## src/rtl/idx_gen_pkg.sv

```systemverilog
// Shared types for the nested index generator: iteration modes, FSM states
// and the mode-code decoder used when a start is accepted.
package idx_gen_pkg;

  typedef enum logic [1:0] {
    MODE_FULL   = 2'd0,
    MODE_BUBBLE = 2'd1,
    MODE_SELECT = 2'd2
  } mode_e;

  typedef enum logic [1:0] {
    IDLE = 2'd0,
    RUN  = 2'd1,
    DONE = 2'd2
  } state_e;

  // The unused code 3 folds onto FULL so the FSM never sees an unnamed mode.
  function automatic mode_e decode_mode(input logic [1:0] code);
    case (code)
      2'd1:    return MODE_BUBBLE;
      2'd2:    return MODE_SELECT;
      default: return MODE_FULL;
    endcase
  endfunction

endpackage

```

## src/rtl/idx_counter.sv

```systemverilog
// One index register with a load-first path and a unit increment. The
// terminal value is supplied one bit wider than the index so it never wraps.
module idx_counter #(
  parameter int SIZE_ADDR = 8
) (
  input  logic                 i_clk,
  input  logic                 i_rst_n,
  input  logic                 i_load,
  input  logic [SIZE_ADDR-1:0] i_load_val,
  input  logic                 i_inc,
  input  logic [SIZE_ADDR:0]   i_last_val,
  output logic [SIZE_ADDR-1:0] o_value,
  output logic                 o_at_last
);

  localparam logic [SIZE_ADDR-1:0] STEP = 1;

  // NOTE: registers are written with <= so every flop samples pre-edge values.
  always_ff @(posedge i_clk or negedge i_rst_n) begin
    if (!i_rst_n) begin
      o_value <= '0;
    end else if (i_load) begin
      o_value <= i_load_val;
    end else if (i_inc) begin
      o_value <= o_value + STEP;
    end
  end

  assign o_at_last = ({1'b0, o_value} == i_last_val);

endmodule

```

## src/rtl/nested_index_gen.sv

```systemverilog
// Nested (i, j) index generator with FULL, BUBBLE and SELECT traversal orders.
// Optional abort input enabled by defining NESTED_INDEX_GEN_ABORT_EN.
module nested_index_gen
  import idx_gen_pkg::*;
#(
  parameter int SIZE_ADDR = 8
) (
  input  logic                 i_clk,
  input  logic                 i_rst_n,
  input  logic [SIZE_ADDR-1:0] i_num_elems,
  input  logic [1:0]           i_mode,
  input  logic                 i_start,
  input  logic                 i_en,
`ifdef NESTED_INDEX_GEN_ABORT_EN
  input  logic                 i_abort,
`endif
  output logic                 o_valid,
  output logic [SIZE_ADDR-1:0] o_value_i,
  output logic [SIZE_ADDR-1:0] o_value_j,
  output logic                 o_last_j,
  output logic                 o_busy,
  output logic                 o_done
);

  localparam logic [SIZE_ADDR:0]   ONE_X = 1;
  localparam logic [SIZE_ADDR:0]   TWO_X = 2;
  localparam logic [SIZE_ADDR-1:0] ONE   = 1;
  localparam logic [SIZE_ADDR-1:0] TWO   = 2;

  state_e               state;
  mode_e                mode_q;
  mode_e                start_mode;
  logic [SIZE_ADDR-1:0] n_q;
  logic [SIZE_ADDR:0]   n_x, i_x;
  logic [SIZE_ADDR:0]   i_last_val, j_last_val;
  logic                 i_last, j_last;
  logic                 abort, start_ok, start_zero, step;
  logic                 load_i, inc_i, load_j, inc_j;
  logic [SIZE_ADDR-1:0] load_val_j;

`ifdef NESTED_INDEX_GEN_ABORT_EN
  assign abort = (state == RUN) && i_abort;
`else
  assign abort = 1'b0;
`endif

  assign start_mode = decode_mode(i_mode);
  assign start_ok   = (state == IDLE) && i_start;
  assign start_zero = (i_num_elems == '0) ||
                      ((start_mode != MODE_FULL) && ({1'b0, i_num_elems} < TWO_X));
  assign step       = (state == RUN) && o_valid && i_en && !abort;

  // Bounds live at SIZE_ADDR+1 bits so N = 2^SIZE_ADDR-1 cannot wrap.
  assign n_x        = {1'b0, n_q};
  assign i_x        = {1'b0, o_value_i};
  assign i_last_val = (mode_q == MODE_FULL) ? (n_x - ONE_X) : (n_x - TWO_X);
  assign j_last_val = (mode_q == MODE_BUBBLE) ? (n_x - TWO_X - i_x) : (n_x - ONE_X);

  // NOTE: every always_comb output gets a default first, so no latch is inferred.
  always_comb begin
    load_i     = 1'b0;
    inc_i      = 1'b0;
    inc_j      = 1'b0;
    load_val_j = '0;
    if (start_ok && !start_zero) begin
      load_i     = 1'b1;
      load_val_j = (start_mode == MODE_SELECT) ? ONE : '0;
    end else if (step) begin
      if (j_last) begin
        inc_i      = !i_last;
        load_val_j = (mode_q == MODE_SELECT) ? (o_value_i + TWO) : '0;
      end else begin
        inc_j = 1'b1;
      end
    end
    load_j = load_i || inc_i;
  end

  idx_counter #(.SIZE_ADDR(SIZE_ADDR)) u_cnt_i (
    .i_clk      (i_clk),
    .i_rst_n    (i_rst_n),
    .i_load     (load_i),
    .i_load_val ('0),
    .i_inc      (inc_i),
    .i_last_val (i_last_val),
    .o_value    (o_value_i),
    .o_at_last  (i_last)
  );

  idx_counter #(.SIZE_ADDR(SIZE_ADDR)) u_cnt_j (
    .i_clk      (i_clk),
    .i_rst_n    (i_rst_n),
    .i_load     (load_j),
    .i_load_val (load_val_j),
    .i_inc      (inc_j),
    .i_last_val (j_last_val),
    .o_value    (o_value_j),
    .o_at_last  (j_last)
  );

  always_ff @(posedge i_clk or negedge i_rst_n) begin
    if (!i_rst_n) begin
      state   <= IDLE;
      mode_q  <= MODE_FULL;
      n_q     <= '0;
      o_valid <= 1'b0;
      o_busy  <= 1'b0;
      o_done  <= 1'b0;
    end else begin
      o_done <= 1'b0;
      case (state)
        IDLE: begin
          if (i_start) begin
            n_q    <= i_num_elems;
            mode_q <= start_mode;
            o_busy <= 1'b1;
            if (start_zero) begin
              state  <= DONE;
              o_done <= 1'b1;
            end else begin
              state   <= RUN;
              o_valid <= 1'b1;
            end
          end
        end
        RUN: begin
          if (abort || (step && j_last && i_last)) begin
            state   <= DONE;
            o_valid <= 1'b0;
            o_done  <= 1'b1;
          end
        end
        DONE: begin
          state  <= IDLE;
          o_busy <= 1'b0;
        end
        default: begin
          state   <= IDLE;
          o_valid <= 1'b0;
          o_busy  <= 1'b0;
        end
      endcase
    end
  end

  assign o_last_j = o_valid && j_last;

endmodule

```

## config.mk

```make
export PLATFORM = sky130hd
export DESIGN_NAME = nested_index_gen
export DESIGN_NICKNAME = d
export VERILOG_FILES = /design/src/rtl/idx_gen_pkg.sv /design/src/rtl/idx_counter.sv /design/src/rtl/nested_index_gen.sv
export SDC_FILE = /design/constraint.sdc
export NUM_CORES = 1
export LEC_CHECK = 0
export CAP_MARGIN = 20
export CORE_MARGIN = 10
export CORE_UTILIZATION = 55
export DETAILED_ROUTE_END_ITERATION = 8
export PLACE_DENSITY = 0.79
export SYNTH_ARGS = -nofsm -noshare
export SYNTH_HDL_FRONTEND = slang
export SYNTH_SLANG_ARGS = --single-unit
```

## constraint.sdc

```tcl
create_clock -name i_clk -period 5.1 [get_ports i_clk]
set_clock_uncertainty 0.15 [all_clocks]
set_input_delay 0.765 -clock i_clk [delete_from_list [all_inputs] [get_ports i_clk]]
set_output_delay 0.765 -clock i_clk [all_outputs]
set_load 0.02 [all_outputs]
```

## Word level (Yosys, flattened, before mapping)

Index checks and enable logic that the tools add are counted.

- Input port bits: 14
- Register bits after elaboration: 31
- Output and inout port bits: 20

- Reduce and logical (&&, ||, !) cells: 22
- $lt $le $gt $ge: 1
- Multiplexer cells: 33
- Bitwise operators: 2
- Eq/ne operators: 12
- Add/subtract/negate cells: 6

Operators with widths:

| kind | number |
|---|---|
| $mux W8 | 8 |
| $eq A8 B9 Y1 | 2 |
| $mux W9 | 2 |
| $add A8 B1 Y8 const B | 2 |
| $mux W1 | 15 |
| $sub A8 B1 Y9 const B | 1 |
| $sub A8 B2 Y9 const B | 1 |
| $sub A9 B8 Y9 | 1 |
| $add A8 B2 Y8 const B | 1 |
| $eq A2 B2 Y1 const B | 4 |
| $logic_and A1 B1 Y1 | 8 |
| $logic_not A8 Y1 | 1 |
| $lt A8 B2 Y1 const B | 1 |
| $pmux W2 S2 | 2 |
| $eq A2 B1 Y1 const B | 3 |
| $mux W2 | 3 |
| $reduce_and A2 Y1 | 3 |
| $reduce_bool A2 Y1 | 3 |
| $logic_not A2 Y1 | 2 |
| $ne A2 B2 Y1 const B | 2 |
| $pmux W1 S2 | 2 |
| $reduce_and A4 Y1 | 1 |
| $pmux W1 S3 | 1 |
| $logic_not A1 Y1 | 2 |
| 3 further kinds | 5 |

## Logic depth before layout (Yosys ltp)

- Depth after elaboration: 10
- Depth in mapped cells: 17

## Cells and area by module

From an unflattened synthesis, not the netlist that was laid out.

- Cell total of the unflattened synthesis: 332
- Area, all modules: 2741.4 um^2

Modules (own cells, without submodules):

| module | area each (um^2) | cells each | times used | sequential area each (um^2) |
|---|---|---|---|---|
| nested_index_gen | 1630.3 | 210 | 1 | 375.4 |
| idx_counter | 555.5 | 61 | 2 | 200.2 |

## Worst setup path after synthesis

Ideal clock, no wire load.

- Path type: register -> output
- From: register n_q[1]
- To: output port o_last_j
- Slack: 0.947 ns
- Arrival: 3.238 ns
- Cell stages (with the launch flop): 15
- Path through: dfrtp_1 -> inv_1 -> ha_1 -> nand2b_1 -> clkbuf_1 -> nor2_1 -> xor2_1 -> ha_1 -> a21oi_1 -> inv_1 -> or4_1 -> o211ai_1 -> xor2_1 -> nand4_2 -> nor2_1

- Word-level cells in the longest chain between the ends: 5
- Elaborated cells between the ends (all ways): 6

Ends and longest elaborated chain:

| element | RTL line | text |
|---|---|---|
| start: declaration | nested_index_gen.sv:33 | `logic [SIZE_ADDR-1:0] n_q;` |
| start signal: assignment | nested_index_gen.sv:114 | `n_q <= i_num_elems;` |
| $sub A8 B2 Y9 | nested_index_gen.sv:57 | `assign j_last_val = (mode_q == MODE_BUBBLE) ? (n_x - TWO_X - i_x) : (n_x - ONE_X);` |
| $sub A9 B8 Y9 | nested_index_gen.sv:57 |  |
| $mux W9 (*) | nested_index_gen.sv:57 |  |
| $eq A8 B9 Y1 (*) | idx_counter.sv:29 | `assign o_at_last = ({1'b0, o_value} == i_last_val);` |
| $logic_and A1 B1 Y1 (*) | nested_index_gen.sv:146 | `assign o_last_j = o_valid && j_last;` |
| end: declaration | nested_index_gen.sv:20 | `output logic o_last_j,` |

Every way passes the cells marked *; elsewhere a longest branch is shown, timed or not.

## Worst setup path in the final report

Same ends and word-level chain as after synthesis.

==> flow_metrics.tcl <==
set metrics [dict create \
    rr_endpoint "u_cnt_j.o_value[0]$_DFFE_PN0P_" \
    syn2layout_area_growth_pct 15.9 \
    ys_async_sr_fraction_pct 100 \
    drtIter0Drc 248 \
    rows 26 \
    slew_headroom_pct 41.1 \
    ys_ff_latch 31 \
    syn-instance-count 338 \
    finalHoldViolCount 0 \
    worst_path_largest_cell_delay_ns 0.61 \
    synth_top_area_cell "dfrtp_1" \
    synth-warning-count 0 \
    grt_pass1_wl_mm 12.8 \
    ys.flop_type "dfrtp_1" \
    cp-start-kind "flip-flop" \
    fin_crit_ns 4.84 \
    cp-end-kind "output pin" \
    finalInstanceArea_mm2 0.00333 \
    start_util_pct 56.6 \
    min_to "o_busy$_DFFE_PN0P_" \
    critical_path_class "reg -> out" \
    cts_tree "done" \
    drtAntennaViolNets 0 \
    cts.path.max_buffers 2 \
    worstHoldPathType "reg -> reg" \
    grt.total_usage_pct 18.4 \
    place_area_mm2 0.00323 \
    power_switching_uw 882 \
    vias_per_cell 6.22 \
    die_x_um 92.3 \
    swShare_pct 49.3 \
    yosys-top-cells-area "dfrtp_1, xnor2_1, ha_1" \
    power_frac_comb_pct 63.4 \
    path_buf_inv 3 \
    dp.final_hpwl_mm 6.29 \
    grt_pass1_vias 2603 \
    crit_arrival_ns 3.92 \
    setup_viol_count_final 0 \
    drive_above_1_share_pct 9.54 \
    multi_input_area_mm2 0.00195 \
    gp_routability_congestion 1.05 \
    coreArea_mm2 0.00507 \
    min-delay-start "state[1]$_DFFE_PN0P_" \
    status "finished, final reports clean" \
    synth.top_cell.area_share_pct 27.0 \
    setup_tns_ns 0 \
    synth-edff-count 0 \
    ys_types 60 \
    first_pass_iters 5 \
    yosysMostFrequentCell "dfrtp_1" \
    power_uw 1790 \
    critPathTopFamily "simple AND/OR/NAND/NOR gates" \
    dieHeight_um 92.3 \
    fmax_mhz 207 \
    clk_pin_slew_ns 0.07 \
    p_leak_uw 0.00139 \
    grt_max_degree 32 \
    place.port_buffers 33 \
    overflow 0 \
    r2r-start "n_q[1]$_DFFE_PN0P_" \
    reg2reg_slack_ns 0.98 \
    numCtsBuffers 5 \
    clkPwrFrac_pct 10.7 \
    synth_common_cells "dfrtp_1, nand2_1, xnor2_1" \
    p_int_uw 907 \
    cts.htree.levels 2 \
    period_share_pct 94.8 \
    post-place-ws_ns 0.517 \
    io_pins 34 \
    syn-num-nets 368 \
    antenna_cells 0 \
    maxCapViolations 0 \
    clock_latency_ns 0.29 \
    routedWlPerCell_um 18.3 \
    antenna_found_initial 0 \
    cts_root_buf "clkbuf_8" \
    p_per_area_mw_per_mm2 537 \
    die_area_mm2 0.00851 \
    grt_setup_unrepaired "no" \
    hold_depth 1 \
    p_seq_share_pct 25.9 \
    fill_cells 457 \
    ir_drop_uv 268 \
    cp_slowest_cell "clkdlybuf4s50_1" \
    worstPathRequired_ns 4.18 \
    syn-cell-area_mm2 0.00287 \
    yosysSeqAreaShare_pct 27.0 \
    fin_ws_ns 0.264 \
    hold_slack_ns 0.381 \
    wirelength_mm 8.01 \
    cts_sinks 31 \
    tightestPinTransition_ns 0.882 \
    r2r_cells 16 \
    final_nets 396 \
    postCtsHoldBufs 0 \
    post_synth.cell_area_avg_um2 8.50 \
    register_area_um2 776 \
    drc_errors 0 \
    maxSlewViolCount 0 \
    cp_max_fo 9 \
    vias 2717 \
    cp_cell_sequence "inv_1, ha_1, nand2b_2, nor2_1, xor2_1, ha_1, a21oi_1, inv_1, or4_1, o211ai_1, xor2_1, nand4_2, nor2_1, clkdlybuf4s50_1" \
]
## state kept, by name, summed over array words and instances, names as in the netlist
name,flops
o_done,1
u_cnt_j.o_value,8
state,2
u_cnt_i.o_value,8
o_valid,1
mode_q,2
o_busy,1
n_q,8
## worst max-delay path by stage
stage                                  start  endpoint  cells past startpoint
after detailed placement  n_q[1]$_DFFE_PN0P_  o_last_j                     14
after global placement    n_q[1]$_DFFE_PN0P_  o_last_j                     14
after CTS                 n_q[1]$_DFFE_PN0P_  o_last_j                     14
final                     n_q[1]$_DFFE_PN0P_  o_last_j                     14
after global routing      n_q[1]$_DFFE_PN0P_  o_last_j                     14
after floorplan           n_q[1]$_DFFE_PN0P_  o_last_j                     14
## layer usage
| layer | up-vias | routed length [um] | GRT usage, % |
|---|---|---|---|
| met5 | - | 0 | 0 |
| met2 | 121 | 3790 | 30.7 |
| li1 | 1266 | - | - |
| met3 | 17 | 571 | 4.56 |
| met4 | 0 | 178 | 5.27 |
| met1 | 1313 | 3480 | 22.8 |
## stage by stage
stage | std cells | utilization (%)
final | 437 | 65.6
after global routing | 437 | 65.6
after CTS | 436 | 65.3
after detailed placement | 428 | 63.6
after global placement | 428 | 63.6
after floorplan | 338 | -
## cells in the final DEF, fill, tap and decap left out, types with 6 or more instances in the layout
| master | Yosys | routed |
|---|---|---|
| mux2_2 | 8 | 8 |
| nand2_1 | 29 | 29 |
| mux2i_1 | 10 | 10 |
| inv_1 | 22 | 22 |
| nand3_1 | 17 | 17 |
| clkdlybuf4s50_1 | 0 | 33 |
| o211ai_1 | 6 | 6 |
| nor2_1 | 19 | 19 |
| and3_1 | 8 | 8 |
| a21oi_1 | 8 | 8 |
| ha_1 | 15 | 15 |
| o21ai_0 | 20 | 20 |
| xor2_1 | 15 | 15 |
| nor3_1 | 11 | 11 |
| xnor2_1 | 26 | 26 |
| dfrtp_1 | 31 | 31 |
| nor2b_1 | 6 | 6 |
## cells by family after synthesis
group,count (synthesis),synth area share (%)
muxes,18,6.62
adders and majority gates,16,7.23
and+or+nand+nor,125,24.2
DFF,31,27.0
xor gates and xnor gates,41,12.5
buffers and inverters,37,5.49
AOI/OAI and AO/OA,70,16.9
## layout make-up
| class | count | share of cell area [%] |
|---|---|---|
| Inverter | 22 | 2.48 |
| Timing Repair Buffer | 36 | 10.6 |
| Multi-Input combinational cell | 270 | 58.4 |
| Tap cell | 70 | 2.63 |
| Clock buffer | 6 | 2.18 |
| Clock inverter | 2 | 0.376 |
| Sequential cell | 31 | 23.3 |
## power groups by stage
stage,logic (uW),clock network (uW),registers [uW]
3_5_place_dp,1090,0,461
4_1_cts,1090,194,457
6_report,1140,191,463
2_1_floorplan,887,0,400
3_3_place_gp,1070,0,454
5_1_grt,1230,203,478
## timing repair
item                                    CTS  global route
buffers inserted                          0             1
gates resized for setup                   0             2
hold endpoints to repair                  0             0
endpoints found under the setup margin    0             1
(Power assumes the default switching activity.)
